**src/rtl/popcnt_accum.sv**
```systemverilog
// Frame accumulator for the 12-input ones-counter. It sums the per-word ones-counts over a frame
// of up to FRAME words. The frame total, word count, threshold hit and saturation flag are
// presented on a registered valid/ready output.
module popcnt_accum #(
  parameter int unsigned DEPTH = 12,
  parameter int unsigned CW    = 4,
  parameter int unsigned FRAME = 16,
  parameter int unsigned AW    = 8,
  parameter int unsigned WW    = 5
) (
  input  logic          clk,
  input  logic          rst,
  input  logic          in_valid,
  output logic          in_ready,
  input  logic [CW-1:0] in_cnt,
  input  logic          in_last,
  input  logic [AW-1:0] thresh,
  output logic          out_valid,
  input  logic          out_ready,
  output logic [AW-1:0] out_total,
  output logic [WW-1:0] out_words,
  output logic          out_hit,
  output logic          out_sat,
  output logic          err_range
);

  localparam int unsigned   SW         = AW + 1;
  localparam logic [CW-1:0] DepthCnt   = CW'(DEPTH);
  localparam logic [WW-1:0] FrameWords = WW'(FRAME);
  localparam logic [AW-1:0] AccMax     = '1;

  typedef enum logic [0:0] {StEmpty, StAcc} state_e;

  state_e        state_q, state_d;
  logic [AW-1:0] acc_q, acc_d;
  logic [WW-1:0] wc_q, wc_d;
  logic          sat_q, sat_d;
  logic          err_q, err_d;

  logic          ov_q, ov_d;
  logic [AW-1:0] ot_q, ot_d;
  logic [WW-1:0] ow_q, ow_d;
  logic          oh_q, oh_d;
  logic          os_q, os_d;

  logic          accept, closing, range_bad, ovf;
  logic [CW-1:0] cnt_clamped;
  logic [SW-1:0] sum_wide;
  logic [AW-1:0] sum_sat;
  logic [WW-1:0] wc_inc;

  // Handshake and datapath: clamp, add one bit wider, saturate.
  always_comb begin
    in_ready    = !ov_q || out_ready;
    accept      = in_valid && in_ready;
    range_bad   = in_cnt > DepthCnt;
    cnt_clamped = range_bad ? DepthCnt : in_cnt;
    sum_wide    = {1'b0, acc_q} + SW'(cnt_clamped);
    // acc never exceeds 2^AW-1, so the carry bit alone marks overflow.
    ovf         = sum_wide[AW];
    sum_sat     = ovf ? AccMax : sum_wide[AW-1:0];
    wc_inc      = wc_q + WW'(1);
    closing     = accept && (in_last || (wc_inc == FrameWords));
  end

  // Frame FSM and accumulator next state.
  always_comb begin
    state_d = state_q;
    acc_d   = acc_q;
    wc_d    = wc_q;
    sat_d   = sat_q;
    err_d   = err_q | (accept & range_bad);
    if (closing) begin
      state_d = StEmpty;
      acc_d   = '0;
      wc_d    = '0;
      sat_d   = 1'b0;
    end else if (accept) begin
      unique case (state_q)
        StEmpty: state_d = StAcc;
        StAcc:   state_d = StAcc;
        default: state_d = StEmpty;
      endcase
      acc_d = sum_sat;
      wc_d  = wc_inc;
      sat_d = sat_q | ovf;
    end
  end

  // Output register: reload on close, otherwise drop valid once it is taken.
  always_comb begin
    ov_d = ov_q;
    ot_d = ot_q;
    ow_d = ow_q;
    oh_d = oh_q;
    os_d = os_q;
    if (closing) begin
      ov_d = 1'b1;
      ot_d = sum_sat;
      ow_d = wc_inc;
      oh_d = sum_sat >= thresh;
      os_d = sat_q | ovf;
    end else if (ov_q && out_ready) begin
      ov_d = 1'b0;
    end
  end

  // State registers, cleared asynchronously.
  always_ff @(posedge clk or posedge rst) begin
    if (rst) begin
      state_q <= StEmpty;
      acc_q   <= '0;
      wc_q    <= '0;
      sat_q   <= 1'b0;
      err_q   <= 1'b0;
      ov_q    <= 1'b0;
      ot_q    <= '0;
      ow_q    <= '0;
      oh_q    <= 1'b0;
      os_q    <= 1'b0;
    end else begin
      state_q <= state_d;
      acc_q   <= acc_d;
      wc_q    <= wc_d;
      sat_q   <= sat_d;
      err_q   <= err_d;
      ov_q    <= ov_d;
      ot_q    <= ot_d;
      ow_q    <= ow_d;
      oh_q    <= oh_d;
      os_q    <= os_d;
    end
  end

  assign out_valid = ov_q;
  assign out_total = ot_q;
  assign out_words = ow_q;
  assign out_hit   = oh_q;
  assign out_sat   = os_q;
  assign err_range = err_q;

endmodule

```
**config.mk**
```make
export PLATFORM = sky130hd
export DESIGN_NAME = popcnt_accum
export DESIGN_NICKNAME = d
export VERILOG_FILES = /design/src/rtl/popcnt_accum.sv
export SDC_FILE = /design/constraint.sdc
export NUM_CORES = 1
export LEC_CHECK = 0
export CORE_UTILIZATION = 58
export CTS_CLUSTER_SIZE = 30
export DETAILED_ROUTE_END_ITERATION = 8
export DONT_BUFFER_PORTS = 1
export HOLD_SLACK_MARGIN = 0.06
export PLACE_DENSITY = 0.74
export REMOVE_ABC_BUFFERS = 1
export SYNTH_ARGS = -nofsm -noshare
export SYNTH_HDL_FRONTEND = slang
export SYNTH_SLANG_ARGS = --single-unit
```
**constraint.sdc**
```tcl
create_clock -name clk -period 5 [get_ports clk]
set_clock_uncertainty 0.1 [all_clocks]
set_input_delay 1 -clock clk [delete_from_list [all_inputs] [get_ports clk]]
set_output_delay 1 -clock clk [all_outputs]
set_load 0.05 [all_outputs]
```
==> flow_metrics.env <==
export IMPL_cp_arrival_ns=3.45
export IMPL_hpwl_um=2660
export IMPL_die_w_um=58.2
export IMPL_dpl_instance_area_mm2=0.00186
export IMPL_slew_headroom_pct=44.7
export IMPL_post_cts_resized=0
export IMPL_grt_max_degree=32
export IMPL_synth_area_mm2=0.00183
export IMPL_cts_buffers=5
export IMPL_post_cts_buffers=0
export IMPL_synth_edff_count=0
export IMPL_setup_ws_ns=1.66
export IMPL_worstSetupEndpointType="register"
export IMPL_rsz0062_at_grt="false"
export IMPL_status="complete, no violations"
export IMPL_ys_seq_area_share_pct=42.4
export IMPL_num_rows=20
export IMPL_grt_overflow=0
export IMPL_min_period_ns=3.34
export IMPL_io_buffer_count=0
export IMPL_yosysWarnings=0
export IMPL_criticalPathCategory="in -> reg"
export IMPL_area_delta_synth_final_pct=5.33
export IMPL_place_ws_ns=1.33
export IMPL_antenna_found_initial=0
export IMPL_finalCritPeriodShare_pct=66.8
export IMPL_clock_latency_ns=0.34
export IMPL_maxCapViolCount=0
export IMPL_finish_instance_area_mm2=0.00193
export IMPL_pin_count=35
export IMPL_start_kind="primary input"
export IMPL_rrSetupSlack_ns=1.95
export IMPL_avgSynthCellArea_um2=9.24
export IMPL_max_freq_mhz=299
export IMPL_grt_total_usage_pct=24.3
export IMPL_syn_instance_count=198
export IMPL_cts_root_buf="clkbuf_4"
export IMPL_synth_area_leader_cell="dfrtp_1"
export IMPL_ant_nets=0
export IMPL_dp_cells=236
export IMPL_gp_congestion=0.902
export IMPL_nNetsFinal=232
export IMPL_grt_pass1_vias=1424
export IMPL_hold_buffers=0
export IMPL_crit_fanout=3
export IMPL_diodes=0
export IMPL_yosys_area_top_type_share_pct=42.4
export IMPL_hold_start="acc_q[2]"
export IMPL_path_clk_slew_ns=0.10
export IMPL_ys_seq_elements=31
export IMPL_r2r_start="out_valid"
export IMPL_synth_cell_types=45
export IMPL_setup_tns_ns=0
export IMPL_tightest_slew_ns=0.829
export IMPL_p_leak_uw=0.000944
export IMPL_setup_viol=0
export IMPL_synth_area_leaders="dfrtp_1, ha_1, nand2_1, a21oi_1, nand3_1"
export IMPL_vias_per_cell=5.89
export IMPL_firstDrtPassIters=7
export IMPL_fin_cells=244
export IMPL_cts_path_max_buffers=2
export IMPL_clock_sinks=31
export IMPL_required_ns=5.11
export IMPL_core_mm2=0.00303
export IMPL_wire_per_inst_um=15.0
export IMPL_dr_first_iter_drc_count=53
export IMPL_grt_pass1_wl_um=6200
export IMPL_dr_total_vias=1436
export IMPL_drive_above_1_share_pct=9.50
export IMPL_p_total_uw=1020
export IMPL_hold_viol=0
export IMPL_hold_class="reg -> reg"
export IMPL_n_fill_cell=267
export IMPL_cts_htree_levels=2
export IMPL_cts_tree="done"
export IMPL_slew_violations=0
export IMPL_yosys_most_used_dff="dfrtp_1"
export IMPL_startpoint="in_cnt[0]"
export IMPL_die_y_um=58.2
export IMPL_peakVddDrop_v=0.000300
export IMPL_async_reset_ff_share_pct=100
export IMPL_powerDensity_mw_per_mm2=531
export IMPL_die_area_mm2=0.00338
export IMPL_wirelength_um=3650
export IMPL_drc_errors=0
export IMPL_start_util_pct=60.5
## stage by stage
step / util (%) / hold slack, ns
after global placement: 61.3 / 0.374
after detailed placement: 61.3 / 0.389
after CTS: 63.7 / 0.414
after global routing: 63.7 / 0.439
after floorplan: - / 0.350
final: 63.7 / 0.417
## cell families (layout without fill, tap and decap cells)
kind of cell             count (synthesis)  in the layout  share of synthesized area, %
AND/OR/NAND/NOR                         74             74                          19.1
buffers and inverters                   20             22                          4.92
AO/OA/AOI/OAI                           45             45                          15.9
adder cells (fa/ha/maj)                 16             16                          11.3
multiplexers                             4              4                          2.60
XOR/XNOR                                 8              8                          3.83
flip-flops                              31             31                          42.4
## area by class of cell
cell class                 instances  area (µm²)  area share (%)
multi-input combinational        147         965            50.0
sequential                        31         776            40.2
clock buffer                       7        65.1            3.37
tap                               44        55.1            2.86
inverter                          12        45.0            2.34
timing repair buffer               2        15.0           0.779
clock inverter                     1        7.51           0.389
## worst max-delay path, cell delays in order
cell and delay (ns):
a21boi_0 0.11, ha_1 0.21, fa_1 0.41, nand3_1 0.16, nand2_2 0.08, or3b_1 0.41, o21a_2 0.15, ha_1 0.28
and3_1 0.19, a221oi_1 0.33, a31oi_1 0.13
## sequential cells by signal, summed over array words and instances, names as in the netlist
register and cells:
err_range 1, sat_q 1, out_total 8, out_sat 1, wc_q 5, acc_q 8, out_words 5, out_valid 1
out_hit 1
## cells in the mapped netlist, types with 2 or more instances
cell      number
clkbuf_1       3
o21ai_0        8
o31ai_1        4
inv_1         12
nor2_1        10
a21o_1         2
o21bai_1       2
dfrtp_1       31
ha_1          15
nand2_1       36
a21oi_1       11
nand3_1        9
nor2b_1        2
nand2b_1       6
o21ai_1        6
xor2_1         4
a31oi_1        2
a21boi_0       2
buf_2          3
and3_1         2
xnor2_1        4
## placed cells by master (no fill, tap or decap), types with 2 or more instances in the layout
cell type and count:
nand2_1 36, inv_1 12, nand3_1 9, clkbuf_8 2, ha_1 15, xnor2_1 4, a21o_1 2, o21ai_1 6
a21boi_0 2, o31ai_1 4, a21oi_1 11, dfrtp_1 31, nor2_1 10, nor2b_1 2, clkbuf_4 5, o21bai_1 2
a31oi_1 2, and3_1 2, nand2b_1 6, buf_4 2, xor2_1 4, o21ai_0 8
## where the power goes
| group | internal (µW) | switching, µW |
|---|---|---|
| sequential | 319 | 214 |
| combinational | 134 | 187 |
| clock | 82.1 | 88.9 |
## worst paths after layout
| path | endpoint | depth (start not counted) |
|---|---|---|
| worst max-delay path | out_hit | 11 |
| worst min-delay path | acc_q[2] | 2 |
| worst min register to register | acc_q[2] | 2 |
| worst max register to register | acc_q[7] | 5 |
| min in group asynchronous | acc_q[5] | 2 |
| max in group asynchronous | out_sat | 2 |
## metal layers
metal	GRT usage [%]	wire length, µm
met3	5.58	147
met4	9.18	67
met5	0	0
met1	29.3	1610
met2	42.2	1830
Power figures use the tool's default switching activity.
